===== src/rtl/nv_nvdla_mcif_wr_pkg.sv =====
// Shared types for the MCIF write outstanding-beat tracker.
// Holds the per-client completion-queue entry and counter widths.
// Used by nv_nvdla_mcif_wr_ostrack and nv_nvdla_mcif_wr_ostrack_fifo.
package nv_nvdla_mcif_wr_pkg;

  localparam int LEN_W    = 2;
  localparam int OS_CNT_W = 9;

  // One issued AXI write: beats-minus-one and end-of-DMA-request marker.
  typedef struct packed {
    logic [LEN_W-1:0] len;
    logic             last;
  } cq_entry_t;

  // Beat count of a transaction from its beats-minus-one length.
  function automatic logic [OS_CNT_W-1:0] beats(input logic [LEN_W-1:0] len);
    return OS_CNT_W'(len) + OS_CNT_W'(1);
  endfunction

endpackage


===== src/rtl/nv_nvdla_mcif_wr_ostrack_fifo.sv =====
// Purpose: flop-based in-order completion queue for one write client.
// Latency: push visible at head next cycle; head is a combinational read.
// Backpressure: full/empty flags only; caller never pushes when full or pops when empty.
// Ports: clk/rst_n, push + push_dat, pop, head_dat, full, empty.
module nv_nvdla_mcif_wr_ostrack_fifo
  import nv_nvdla_mcif_wr_pkg::*;
#(
  parameter int DEPTH = 16
) (
  input  logic      clk,
  input  logic      rst_n,
  input  logic      push,
  input  cq_entry_t push_dat,
  input  logic      pop,
  output cq_entry_t head_dat,
  output logic      full,
  output logic      empty
);

  localparam int AW = $clog2(DEPTH);

  cq_entry_t       mem [DEPTH];
  logic [AW:0]     wr_ptr;
  logic [AW:0]     rd_ptr;

  // Pointers carry one wrap bit so full and empty are distinguishable.
  always_ff @(posedge clk or negedge rst_n) begin
    if (!rst_n) begin
      wr_ptr <= '0;
      rd_ptr <= '0;
    end else begin
      if (push) wr_ptr <= wr_ptr + 1'b1;
      if (pop)  rd_ptr <= rd_ptr + 1'b1;
    end
  end

  // Storage needs no reset: only entries between the pointers are ever read.
  always_ff @(posedge clk) begin
    if (push) mem[wr_ptr[AW-1:0]] <= push_dat;
  end

  assign head_dat = mem[rd_ptr[AW-1:0]];
  assign empty    = (wr_ptr == rd_ptr);
  assign full     = (wr_ptr[AW] != rd_ptr[AW]) && (wr_ptr[AW-1:0] == rd_ptr[AW-1:0]);

endmodule


===== src/rtl/nv_nvdla_mcif_wr_ostrack.sv =====
// Purpose: tracks outstanding AXI write beats against a programmable limit and
//          turns in-order B responses into per-client DMA completion pulses.
// Latency: issue/response update os_beat_cnt next cycle; completion pulse one cycle after B.
// Backpressure: aw_issue_rdy drops when the beat limit or the client queue is full; B always accepted.
// Ports: nvdla_core_clk/nvdla_core_rstn, reg2dp_wr_os_cnt, aw_issue_* (vld/rdy/cid/len/last),
//        noc2mcif_axi_b_* (bvalid/bready/bid), mcif2client_wr_rsp_complete, os_beat_cnt, wr_rsp_err.
// Optional: NVDLA_MCIF_WR_OSTRACK_ERR_EN enables the sticky wr_rsp_err flag for stray B responses.
module nv_nvdla_mcif_wr_ostrack
  import nv_nvdla_mcif_wr_pkg::*;
#(
  parameter  int NUM_CLIENT = 5,
  parameter  int CQ_DEPTH   = 16,
  parameter  int ID_W       = 8,
  localparam int CID_W      = (NUM_CLIENT > 1) ? $clog2(NUM_CLIENT) : 1
) (
  input  logic                  nvdla_core_clk,
  input  logic                  nvdla_core_rstn,
  input  logic [7:0]            reg2dp_wr_os_cnt,
  input  logic                  aw_issue_vld,
  output logic                  aw_issue_rdy,
  input  logic [CID_W-1:0]      aw_issue_cid,
  input  logic [LEN_W-1:0]      aw_issue_len,
  input  logic                  aw_issue_last,
  input  logic                  noc2mcif_axi_b_bvalid,
  output logic                  noc2mcif_axi_b_bready,
  input  logic [ID_W-1:0]       noc2mcif_axi_b_bid,
  output logic [NUM_CLIENT-1:0] mcif2client_wr_rsp_complete,
  output logic [OS_CNT_W-1:0]   os_beat_cnt,
  output logic                  wr_rsp_err
);

  // Client indices decode to a power-of-two slot space; slots with no client
  // read as full and empty so issues to them stall and responses miss.
  localparam int NSLOT = 1 << CID_W;

  logic [NSLOT-1:0]      q_full;
  logic [NSLOT-1:0]      q_empty;
  cq_entry_t             q_head [NSLOT];
  logic [OS_CNT_W-1:0]   os_q;
  logic [NUM_CLIENT-1:0] complete_q;
  logic                  bready_q;
  logic [OS_CNT_W-1:0]   limit;
  logic [OS_CNT_W:0]     need;
  logic                  issue_fire;
  logic                  rsp_fire;
  logic [CID_W-1:0]      b_cid;
  logic                  b_in_range;
  logic                  pop_hit;
  cq_entry_t             pop_dat;
  cq_entry_t             push_dat;
  logic                  unused_bid;

  assign b_cid      = noc2mcif_axi_b_bid[CID_W-1:0];
  assign unused_bid = ^noc2mcif_axi_b_bid;

  // Limit is programmed minus one so that 0..255 covers 1..256 beats.
  assign limit = {1'b0, reg2dp_wr_os_cnt} + OS_CNT_W'(1);
  // One extra bit keeps os+len+1 from wrapping when the count sits at 256.
  assign need  = {1'b0, os_q} + (OS_CNT_W+1)'(aw_issue_len) + (OS_CNT_W+1)'(1);

  // Queue fullness is taken before any same-cycle pop, keeping rdy off the B path.
  assign aw_issue_rdy = (need <= {1'b0, limit}) && !q_full[aw_issue_cid];
  assign issue_fire   = aw_issue_vld && aw_issue_rdy;

  assign rsp_fire   = noc2mcif_axi_b_bvalid && bready_q;
  assign b_in_range = ({1'b0, b_cid} < (CID_W+1)'(NUM_CLIENT));
  assign pop_hit    = rsp_fire && b_in_range && !q_empty[b_cid];
  assign pop_dat    = q_head[b_cid];
  assign push_dat   = '{len: aw_issue_len, last: aw_issue_last};

  for (genvar g = 0; g < NSLOT; g++) begin : g_q
    if (g < NUM_CLIENT) begin : g_used
      logic q_push;
      logic q_pop;
      assign q_push = issue_fire && (aw_issue_cid == CID_W'(g));
      assign q_pop  = pop_hit && (b_cid == CID_W'(g));
      nv_nvdla_mcif_wr_ostrack_fifo #(.DEPTH(CQ_DEPTH)) u_cq (
        .clk      (nvdla_core_clk),
        .rst_n    (nvdla_core_rstn),
        .push     (q_push),
        .push_dat (push_dat),
        .pop      (q_pop),
        .head_dat (q_head[g]),
        .full     (q_full[g]),
        .empty    (q_empty[g])
      );
    end else begin : g_pad
      assign q_full[g]  = 1'b1;
      assign q_empty[g] = 1'b1;
      assign q_head[g]  = '0;
    end
  end

  // Net delta in one cycle; admission and hit guarantee 0 <= result <= limit.
  always_ff @(posedge nvdla_core_clk or negedge nvdla_core_rstn) begin
    if (!nvdla_core_rstn) begin
      os_q       <= '0;
      complete_q <= '0;
      bready_q   <= 1'b0;
    end else begin
      os_q       <= os_q + (issue_fire ? beats(aw_issue_len) : '0)
                         - (pop_hit    ? beats(pop_dat.len)  : '0);
      complete_q <= (pop_hit && pop_dat.last) ? (NUM_CLIENT'(1) << b_cid) : '0;
      bready_q   <= 1'b1;
    end
  end

`ifdef NVDLA_MCIF_WR_OSTRACK_ERR_EN
  logic err_q;
  // Any accepted B that matches no outstanding entry is a protocol error.
  always_ff @(posedge nvdla_core_clk or negedge nvdla_core_rstn) begin
    if (!nvdla_core_rstn)          err_q <= 1'b0;
    else if (rsp_fire && !pop_hit) err_q <= 1'b1;
  end
  assign wr_rsp_err = err_q;
`else
  assign wr_rsp_err = 1'b0;
`endif

  assign noc2mcif_axi_b_bready       = bready_q;
  assign mcif2client_wr_rsp_complete = complete_q;
  assign os_beat_cnt                 = os_q;

endmodule


===== config.mk =====
export PLATFORM = sky130hd
export DESIGN_NAME = nv_nvdla_mcif_wr_ostrack
export DESIGN_NICKNAME = d
export VERILOG_FILES = /design/src/rtl/nv_nvdla_mcif_wr_pkg.sv /design/src/rtl/nv_nvdla_mcif_wr_ostrack_fifo.sv /design/src/rtl/nv_nvdla_mcif_wr_ostrack.sv
export SDC_FILE = /design/constraint.sdc
export NUM_CORES = 1
export LEC_CHECK = 0
export BUFFER_PORTS_ARGS = -buffer_cell sky130_fd_sc_hd__buf_4
export CORE_MARGIN = 2
export CORE_UTILIZATION = 45
export DETAILED_ROUTE_END_ITERATION = 6
export PLACE_DENSITY = 0.58
export SLEW_MARGIN = 15
export SYNTH_ARGS = -nofsm -noshare
export SYNTH_HDL_FRONTEND = slang
export SYNTH_HIERARCHICAL = 1
export SYNTH_SLANG_ARGS = --single-unit

===== constraint.sdc =====
create_clock -name nvdla_core_clk -period 4.8 [get_ports nvdla_core_clk]
set_input_delay 0.24 -clock nvdla_core_clk [delete_from_list [all_inputs] [get_ports nvdla_core_clk]]
set_output_delay 0.24 -clock nvdla_core_clk [all_outputs]
set_load 0.02 [all_outputs]

* After elaboration in Yosys (flattened, before gate mapping) *
Memory sizes are Yosys's and may differ from the RTL's.
Cells that the tools add are included.

storage, ports and cells
  ROM bits = 0
  memory bits (writable) = 240
  output and inout bits = 17
  latch bits = 0
  memories = 5
  bits in registers = 65

memories
  name                    depth  width  read ports  clocked after memory_dff  write ports  line                                 text
  g_q[0].g_used.u_cq.mem  16     3      1           0                         1            nv_nvdla_mcif_wr_ostrack_fifo.sv:22  cq_entry_t mem [DEPTH];
  g_q[1].g_used.u_cq.mem  16     3      1           0                         1            nv_nvdla_mcif_wr_ostrack_fifo.sv:22
  g_q[2].g_used.u_cq.mem  16     3      1           0                         1            nv_nvdla_mcif_wr_ostrack_fifo.sv:22
  g_q[3].g_used.u_cq.mem  16     3      1           0                         1            nv_nvdla_mcif_wr_ostrack_fifo.sv:22
  g_q[4].g_used.u_cq.mem  16     3      1           0                         1            nv_nvdla_mcif_wr_ostrack_fifo.sv:22

operators by class
  add/subtract/negate cells = 17
  reductions and logical operators = 25
  shifts and indexed selects = 1
  divide/modulo/power cells = 0
  order comparisons = 5
  bitwise logic cells = 1
  equality and inequality tests = 23
  multiplexer cells = 20
  multipliers = 0

operators with widths
  cell                                                                   number
  5-bit by 1-bit adder with 5-bit output (second input constant)         10
  5-bit == test                                                          5
  1-bit logical AND                                                      21
  4-bit == test                                                          5
  3-bit by 2-bit == test with 1-bit output (second input constant)       4
  1-bit 2-to-1 mux                                                       12
  3-bit 2-to-1 mux                                                       4
  10-bit by 1-bit adder with 10-bit output (second input constant)       1
  9-bit by 2-bit adder with 10-bit output                                1
  10-bit by 9-bit less-or-equal comparator with 1-bit output             1
  8-bit by 1-bit adder with 9-bit output (second input constant)         1
  9-bit by 3-bit adder with 9-bit output                                 1
  3-bit binary-select mux with 3-bit select                              1
  9-bit by 3-bit subtractor with 9-bit output                            1
  3-bit by 4-bit < comparator with 1-bit output (second input constant)  2
  2-bit by 1-bit adder with 3-bit output (second input constant)         2
  1-bit binary-select mux with 3-bit select                              2
  3-bit by 1-bit == test with 1-bit output (second input constant)       2
  3-bit == test (second input constant)                                  2
  3-bit logical NOT                                                      2
  5-bit 2-to-1 mux                                                       1
  1-bit inequality test                                                  5
  1-bit by 3-bit left shift with 5-bit output (first input constant)     1
  4-bit greater-or-equal comparator (second input constant)              1
  other kinds (3)                                                        4

* Logic depth before layout (Yosys ltp) *
Gate-level depths: netlist (run 1).

  depth in word-level cells = 10
  depth in mapped cells = 23
  mapped depth without buffers = 23

* Cells and area by module *
The synthesis (run 1) kept the hierarchy.

by module, submodules not included
  module                                                   times used  cells each  area an instance (um2)
  nv_nvdla_mcif_wr_ostrack_fifo at g_q[0].g_used.u_cq ...  4           144         2512.4
  nv_nvdla_mcif_wr_ostrack_fifo at g_q[4].g_used.u_cq      1           146         2527.4
  nv_nvdla_mcif_wr_ostrack                                 1           193         1754.2

* Least setup slack after synthesis (run 1) *
No wires, ideal clock.

  kind = reg2reg
  from = register os_q[0], in the netlist os_beat_cnt[0]
  to = register os_q[8], in the netlist os_beat_cnt[8]
  stages on the path, launching flop included = 21
  slack = 439 ps
  path buffers = 0
  arrival time = 4267 ps
  cells stage by stage = dfrtp_1 -> inv_1 -> ha_1 -> inv_1 -> fa_1 -> and3_1 -> nand2_1 -> xnor2_1 -> ha_1 -> and4_1 -> a21oi_1 -> a31oi_1 -> nor3b_1 -> nand2_1 -> fa_1 -> fa_1 -> nor2b_1 -> o21ai_0 -> a21oi_1 -> nor4_1 -> a211oi_1

between the ends
  cells in the longest elaborated chain, start to end = 8

RTL lines
  item                                                        line                             text
  start: declaration                                          nv_nvdla_mcif_wr_ostrack.sv:39   logic [OS_CNT_W-1:0] os_q;
  start signal: assignment                                    nv_nvdla_mcif_wr_ostrack.sv:101  os_q <= os_q + (issue_fire ? beats(aw_issue_len) : '0)
  9-bit by 2-bit adder with 10-bit output                     nv_nvdla_mcif_wr_ostrack.sv:59   assign need = {1'b0, os_q} + (OS_CNT_W+1)'(aw_issue_len) + (OS_CNT_W+1)'(1);
  10-bit by 1-bit adder with 10-bit output                    nv_nvdla_mcif_wr_ostrack.sv:59
  10-bit by 9-bit less-or-equal comparator with 1-bit output  nv_nvdla_mcif_wr_ostrack.sv:62   assign aw_issue_rdy = (need <= {1'b0, limit}) && !q_full[aw_issue_cid];
  1-bit logical AND                                           nv_nvdla_mcif_wr_ostrack.sv:62
  1-bit logical AND                                           nv_nvdla_mcif_wr_ostrack.sv:63   assign issue_fire = aw_issue_vld && aw_issue_rdy;
  3-bit 2-to-1 mux                                            nv_nvdla_mcif_wr_ostrack.sv:101
  9-bit by 3-bit adder with 9-bit output (*)                  nv_nvdla_mcif_wr_ostrack.sv:101
  9-bit by 3-bit subtractor with 9-bit output (*)             nv_nvdla_mcif_wr_ostrack.sv:102  - (pop_hit ? beats(pop_dat.len) : '0);

Every way passes the cells marked *; elsewhere a longest branch is shown, timed or not.
A chain may end at the register's enable or synchronous reset.

* Worst setup path in the final report (run 1) *
  from = register os_q[0], in the netlist os_beat_cnt[0]
  to = register os_q[6], in the netlist os_beat_cnt[6]

The elaborated chain is that of the path after synthesis.

==> results.toml, run 1 <==
[clocking]
clkSinkCount = 305
cts_tree = "yes"
cts_buffer_depth = 3
clock_latency_ns = 0.57
root_buffer = "clkbuf_16"
h-tree-depth = 1
clkTransAtPathRegs_ns = 0.06
cts_buffers = 31

[finish]
antenna_cells = 0
multiInputGateArea_um2 = 5120
ff_latch_area_um2 = 8830
layout.nets = 1049
drive_above_1_share_pct = 12.9
nFillCells = 2618
area_growth_pct = 12.6

[yosys]
async_flop_share_pct = 21.3
ys.flop_type = "edfxtp_1"
synth-seq-cells = 305
ys_types = 50
syn-num-nets = 1000
synth_area_leaders = "edfxtp_1 50%, dfrtp_1 11%, mux4_1 11%"
avgSynthCellArea_um2 = 15.7
synth_area_um2 = 14300
synth_edf_count = 240
yosysTopAreaCellShare_pct = 50.3
synth.largest_area_cell = "edfxtp_1"
syn_inst = 915
yosysWarnings = 6
yosysMostFrequentCell = "edfxtp_1"
synth_common_cells = "240 x edfxtp_1, 87 x nor2_1, 65 x dfrtp_1, 64 x xnor2_1, 60 x mux4_1"
seq_area_frac_synth_pct = 61.6

[detailed_routing]
first_iter_violations = 430
postRouteAntennaNets = 0
vias = 7403
totalWireLength_um = 27400
wl_per_cell_um = 19.7
dr.pass1.iters = 4
via_per_inst = 5.33
route.detailed.drc = 0

[run]
maxCapViolCount = 0

[setup_path]
required_ns = 5.23
setup.worst_path.class = "register to register"
start_kind = "register"
endpoint_kind = "register"
crit_fanout = 5
arrival_ns = 4.95

[timing]
period_minus_slack_ns = 4.52
worst_pin_slew_ns = 0.939
slew_violations = 0
period_share_pct = 94.2
finalClockSkew_ns = 0.0325
whs_ns = 0.121
relSlewSlack_pct = 37.4
hold_violations = 0
max_freq_mhz = 221
fin_ws_ns = 0.280
setup_viol = 0

[global_route]
antenna_found_initial = 0
grt_remaining_overflow = 0
grt_pass1_wl_um = 43700
grt_pass1_vias = 7622
grt_max_degree = 82
track_usage_pct = 16.9

[die]
design.die.area_um2 = 33300
rows = 65
ios = 43
placeableCoreArea_um2 = 31500
fp.dieW_um = 182
initial_core_util_pct = 45.5
dieHeight_um = 182

[place]
gp_congestion = 0.791
dp_hpwl_um = 18200
numPortBuffers = 36
post-place-ws_ns = 0.0313

[hold_path]
hold_class = "input pin to register"

[power]
leakagePower_nw = 5.81
power_per_cell_area_nw_per_um2 = 521
ir_worst_vdd_uv = 285

[run_status]
status = "complete, no violations"
## stage by stage
step / cells / instance area, µm² / setup TNS, ns / util (%) / total power [mW]
after floorplan: 915 / 14300 / 0 / - / 5.29
after global placement: 1331 / 15000 / 0 / 47.7 / 5.92
after detailed placement: 1331 / 15000 / 0 / 47.7 / 5.95
after CTS: 1389 / 16100 / 0 / 51.1 / 8.46
after global routing: 1390 / 16100 / -0.0275 / 51.3 / 8.92
final: 1390 / 16100 / 0 / 51.3 / 8.41
## area by class of cell
class / instances / area share [%]
sequential: 305 / 54.7
multi-input combinational: 536 / 31.7
clock buffer: 44 / 5.54
tap: 402 / 3.12
timing repair buffer: 59 / 3.07
clock inverter: 13 / 1.07
inverter: 31 / 0.721
## cell families (layout without fill, tap and decap cells)
family                   count (synthesis)  count (layout)  synth area share (%)
AND/OR/NAND/NOR                        246             246                  8.43
multiplexers                           114             114                  15.1
flip-flops                             305             305                  61.6
other                                    2               2                0.0524
adder cells (fa/ha/maj)                 59              59                  5.36
AO/OA/AOI/OAI                           31              31                  1.42
buffers and inverters                   74             147                  2.89
XOR/XNOR                                84              84                  5.13
## final timing paths
path                                               from                              to  slack, ns  cells after the start
setup / recovery                         os_beat_cnt[0]                  os_beat_cnt[6]       0.28                     22
setup reg to reg                         os_beat_cnt[0]                  os_beat_cnt[6]       0.28                     22
max in group asynchronous               nvdla_core_rstn    g_q[3].g_used.u_cq/wr_ptr[2]       3.81                      2
hold reg to reg            g_q[2].g_used.u_cq/rd_ptr[4]    g_q[2].g_used.u_cq/rd_ptr[4]       0.49                      1
hold / removal                    noc2mcif_axi_b_bid[1]  mcif2client_wr_rsp_complete[0]       0.12                      3
min in group asynchronous               nvdla_core_rstn  mcif2client_wr_rsp_complete[4]       0.37                      2
## cells in the final DEF (no fill, tap or decap), types with 2 or more instances in the layout
master and n:
clkbuf_16 31, o21ai_0 9, clkinv_2 5, mux2i_1 46
nand3_1 10, and4_1 2, edfxtp_1 240, dfrtp_1 65
clkbuf_8 7, and2_1 7, mux2_2 5, a21oi_2 2
mux4_2 3, nor3_1 16, a21oi_1 3, fa_1 4
clkbuf_1 6, inv_1 31, nor2_1 87, bufinv_16 4
nor3b_2 3, a21o_1 2, nand2b_1 25, o211ai_1 2
nand2_1 50, xnor2_1 64, conb_1 2, and3_1 7
ha_1 55, nand4_1 20, nor3b_1 3, o21bai_1 2
xor2_1 20, buf_4 54, buf_12 4, mux4_1 60
clkinvlp_4 2, nor2b_1 9
## what timing repair did
| item | CTS | global route |
|---|---|---|
| resized for setup | 0 | 8 |
| setup buffers | 0 | 1 |
| endpoints found under the setup margin | 0 | 3 |
| hold buffers | 1 | 0 |
| hold endpoints to repair | 65 | 0 |
## flip-flops by register name, indices dropped and copies added (netlist names)
register,cells
g_q.g_used.u_cq/mem,240
g_q.g_used.u_cq/rd_ptr,25
g_q.g_used.u_cq/wr_ptr,25
os_beat_cnt,9
mcif2client_wr_rsp_complete,5
noc2mcif_axi_b_bready,1
## power by group
group          switching [mW]  leakage (nW)  internal [mW]
Combinational            1.24          2.29           1.32
Sequential              0.351          3.00           3.02
Clock                   0.976         0.522           1.50
## per-layer routing
layer	share of wire (%)	routed length, µm	GRT usage [%]	vias up
met3	3.2	875	2.37	27
met5	0	0	0	-
met2	47	12800	27.4	117
met1	49	13300	24.6	3713
met4	1.4	375	3.42	0
li1	-	-	-	3546
## critical path, cell delays in order, from the launching register on
cell	delay [ns]
dfrtp_1	0.40
inv_1	0.08
ha_1	0.14
inv_1	0.05
fa_1	0.40
and3_4	0.21
nand2_1	0.08
xnor2_1	0.12
ha_1	0.25
and4_1	0.25
a41o_1	0.25
a31oi_2	0.20
nor3b_2	0.08
buf_4	0.15
nand2_1	0.08
fa_1	0.45
fa_1	0.48
nor2b_1	0.16
o21ai_2	0.08
a21oi_2	0.18
buf_4	0.14
nor2_1	0.04
xnor2_1	0.12
(Power assumes the default switching activity.)
==> run 2: changes to the inputs <==
Settings changed: CELL_PAD_IN_SITES_DETAIL_PLACEMENT from default to 0, CELL_PAD_IN_SITES_GLOBAL_PLACEMENT from default to 1, PLACE_DENSITY 0.58 to 0.66.
==> results.toml, run 2 (synthesis gave the netlist of run 1 again) <==
[run_status]
status = "complete, no violations"

[die]
design.die.area_um2 = 33300
rows = 65
placeableCoreArea_um2 = 31500
dieHeight_um = 182
initial_core_util_pct = 45.5
ios = 43
fp.dieW_um = 182

[global_route]
track_usage_pct = 17.4
grt_pass1_vias = 7542
grt_max_degree = 82
grt_remaining_overflow = 0
grt_pass1_wl_um = 44100
antenna_found_initial = 0

[power]
switching_power_mw = 2.65
swShare_pct = 30.5
seq_power_share_pct = 39.2
power_per_cell_area_nw_per_um2 = 532
clkPwrFrac_pct = 31.1
internal-power_mw = 6.02
combPwrFrac_pct = 29.7
ir_worst_vdd_uv = 349
leakagePower_nw = 5.88

[place]
gp_congestion = 0.771
dp_hpwl_um = 19000
dp_cells = 1339
numPortBuffers = 36
dpl_cell_area_um2 = 15000

[detailed_routing]
wl_per_cell_um = 20.1
totalWireLength_um = 28100
route.detailed.drc = 0
dr.pass1.iters = 4
first_iter_violations = 477
postRouteAntennaNets = 0
vias = 7334
via_per_inst = 5.25

[clocking]
clock_latency_ns = 0.57
root_buffer = "clkbuf_16"
clkTransAtPathRegs_ns = 0.06
cts_buffer_depth = 3
cts_buffers = 31
clkSinkCount = 305
cts_tree = "yes"
h-tree-depth = 1

[timing]
slew_violations = 0
setup_viol = 0
finalClockSkew_ns = 0.0187
period_minus_slack_ns = 4.50
worst_pin_slew_ns = 0.999
period_share_pct = 93.7
max_freq_mhz = 222
relSlewSlack_pct = 33.4
whs_ns = 0.102
hold_violations = 0

[run]
maxCapViolCount = 0

[setup_path]
cpPeakStageDelay_ns = 0.48
endpoint_kind = "register"
cp_cell_sequence = "inv_1, ha_1, inv_1, fa_1, and3_4, nand2_1, xnor2_1, ha_1, and4_4, a41o_1, a31oi_4, nor3b_1, buf_4, nand2_1, fa_1, fa_1, nor2b_1, o21ai_1, a21oi_2, nor4_1, a211oi_1"
crit_family = "adder cells"
setup.worst_path.class = "register to register"
crit_top_cell = "fa_1"
crit_fanout = 5
start_kind = "register"
required_ns = 5.27
path_buf_inv = 3
crit_slowest_cell = "fa_1"
rr_worst_depth = 21
arrival_ns = 4.97
cp.depth = 21

[finish]
ff_latch_area_um2 = 8840
fin_area_um2 = 16300
area_growth_pct = 13.5
drive_above_1_share_pct = 14.2
layout_commonest_cell = "edfxtp_1"
fin_cells = 1398
layout.nets = 1056
largest_reg_flops = 240
antenna_cells = 0
post-route-util_pct = 51.7
nFillCells = 2615
multiInputGateArea_um2 = 5140
final_cell_mix = "240 x edfxtp_1, 87 x nor2_1, 64 x xnor2_1, 64 x buf_4, 63 x dfrtp_1"

[hold_path]
hold_depth = 3
hold_class = "input pin to register"
## run 2: cell types whose count changed in the layout (fill, tap and decap cells not counted), moves of 3 or more
cell and delta:
buf_12 -3, bufinv_16 +4, buf_4 +10, clkbuf_1 -5, clkbuf_8 -3
## run 2: cell type report
class / count / area share [%]
sequential: 305 / 54.3
multi-input combinational: 536 / 31.6
clock buffer: 36 / 5.13
timing repair buffer: 66 / 3.14
tap: 402 / 3.09
clock inverter: 22 / 2.05
inverter: 31 / 0.715
## run 2: power groups by stage
stage | logic (mW) | registers, mW | clock network (mW)
floorplan | 2.00 | 3.29 | 0
finish | 2.58 | 3.40 | 2.69
CTS | 2.52 | 3.40 | 2.76
global placement | 2.49 | 3.45 | 0
global route | 2.89 | 3.44 | 2.86
detailed placement | 2.51 | 3.46 | 0
## run 2: per-layer routing
| metal | global-route usage [%] | wire [µm] |
|---|---|---|
| met1 | 25.0 | 13500 |
| met2 | 28.2 | 13200 |
| met3 | 2.53 | 897 |
| met4 | 3.84 | 580 |
| met5 | 0 | 0 |
## run 2: metrics by stage
step | total power [mW] | setup WS, ns | TNS, ns
final | 8.67 | 0.302 | 0
after global routing | 9.20 | -0.0153 | -0.0153
after CTS | 8.69 | 0.0388 | 0
after detailed placement | 5.97 | 0.0614 | 0
after global placement | 5.94 | 0.0964 | 0
after floorplan | 5.29 | 0.439 | 0
## run 2: repair_timing
| action | CTS | global route |
|---|---|---|
| setup endpoints to repair | 0 | 5 |
| setup buffers | 0 | 0 |
| gates resized for setup | 0 | 14 |
| hold endpoints to repair | 65 | 0 |
| hold buffers | 1 | 0 |
## run 2: worst paths after layout
check | start | end | slack [ns]
setup / recovery | os_beat_cnt[0] | os_beat_cnt[8] | 0.30
hold / removal | noc2mcif_axi_b_bid[1] | mcif2client_wr_rsp_complete[0] | 0.10
setup reg to reg | os_beat_cnt[0] | os_beat_cnt[8] | 0.30
hold reg to reg | g_q[1].g_used.u_cq/rd_ptr[4] | g_q[1].g_used.u_cq/rd_ptr[4] | 0.49
max in group asynchronous | nvdla_core_rstn | g_q[2].g_used.u_cq/rd_ptr[0] | 3.72
min in group asynchronous | nvdla_core_rstn | mcif2client_wr_rsp_complete[1] | 0.37
## run 2: worst reg2reg max path, stage by stage, from the launching register on
cell	delay (ns)
dfrtp_1	0.41
inv_1	0.09
ha_1	0.14
inv_1	0.05
fa_1	0.40
and3_4	0.21
nand2_1	0.07
xnor2_1	0.07
ha_1	0.30
and4_4	0.27
a41o_1	0.21
a31oi_4	0.06
nor3b_1	0.22
buf_4	0.16
nand2_1	0.07
fa_1	0.48
fa_1	0.48
nor2b_1	0.14
o21ai_1	0.11
a21oi_2	0.23
nor4_1	0.08
a211oi_1	0.17
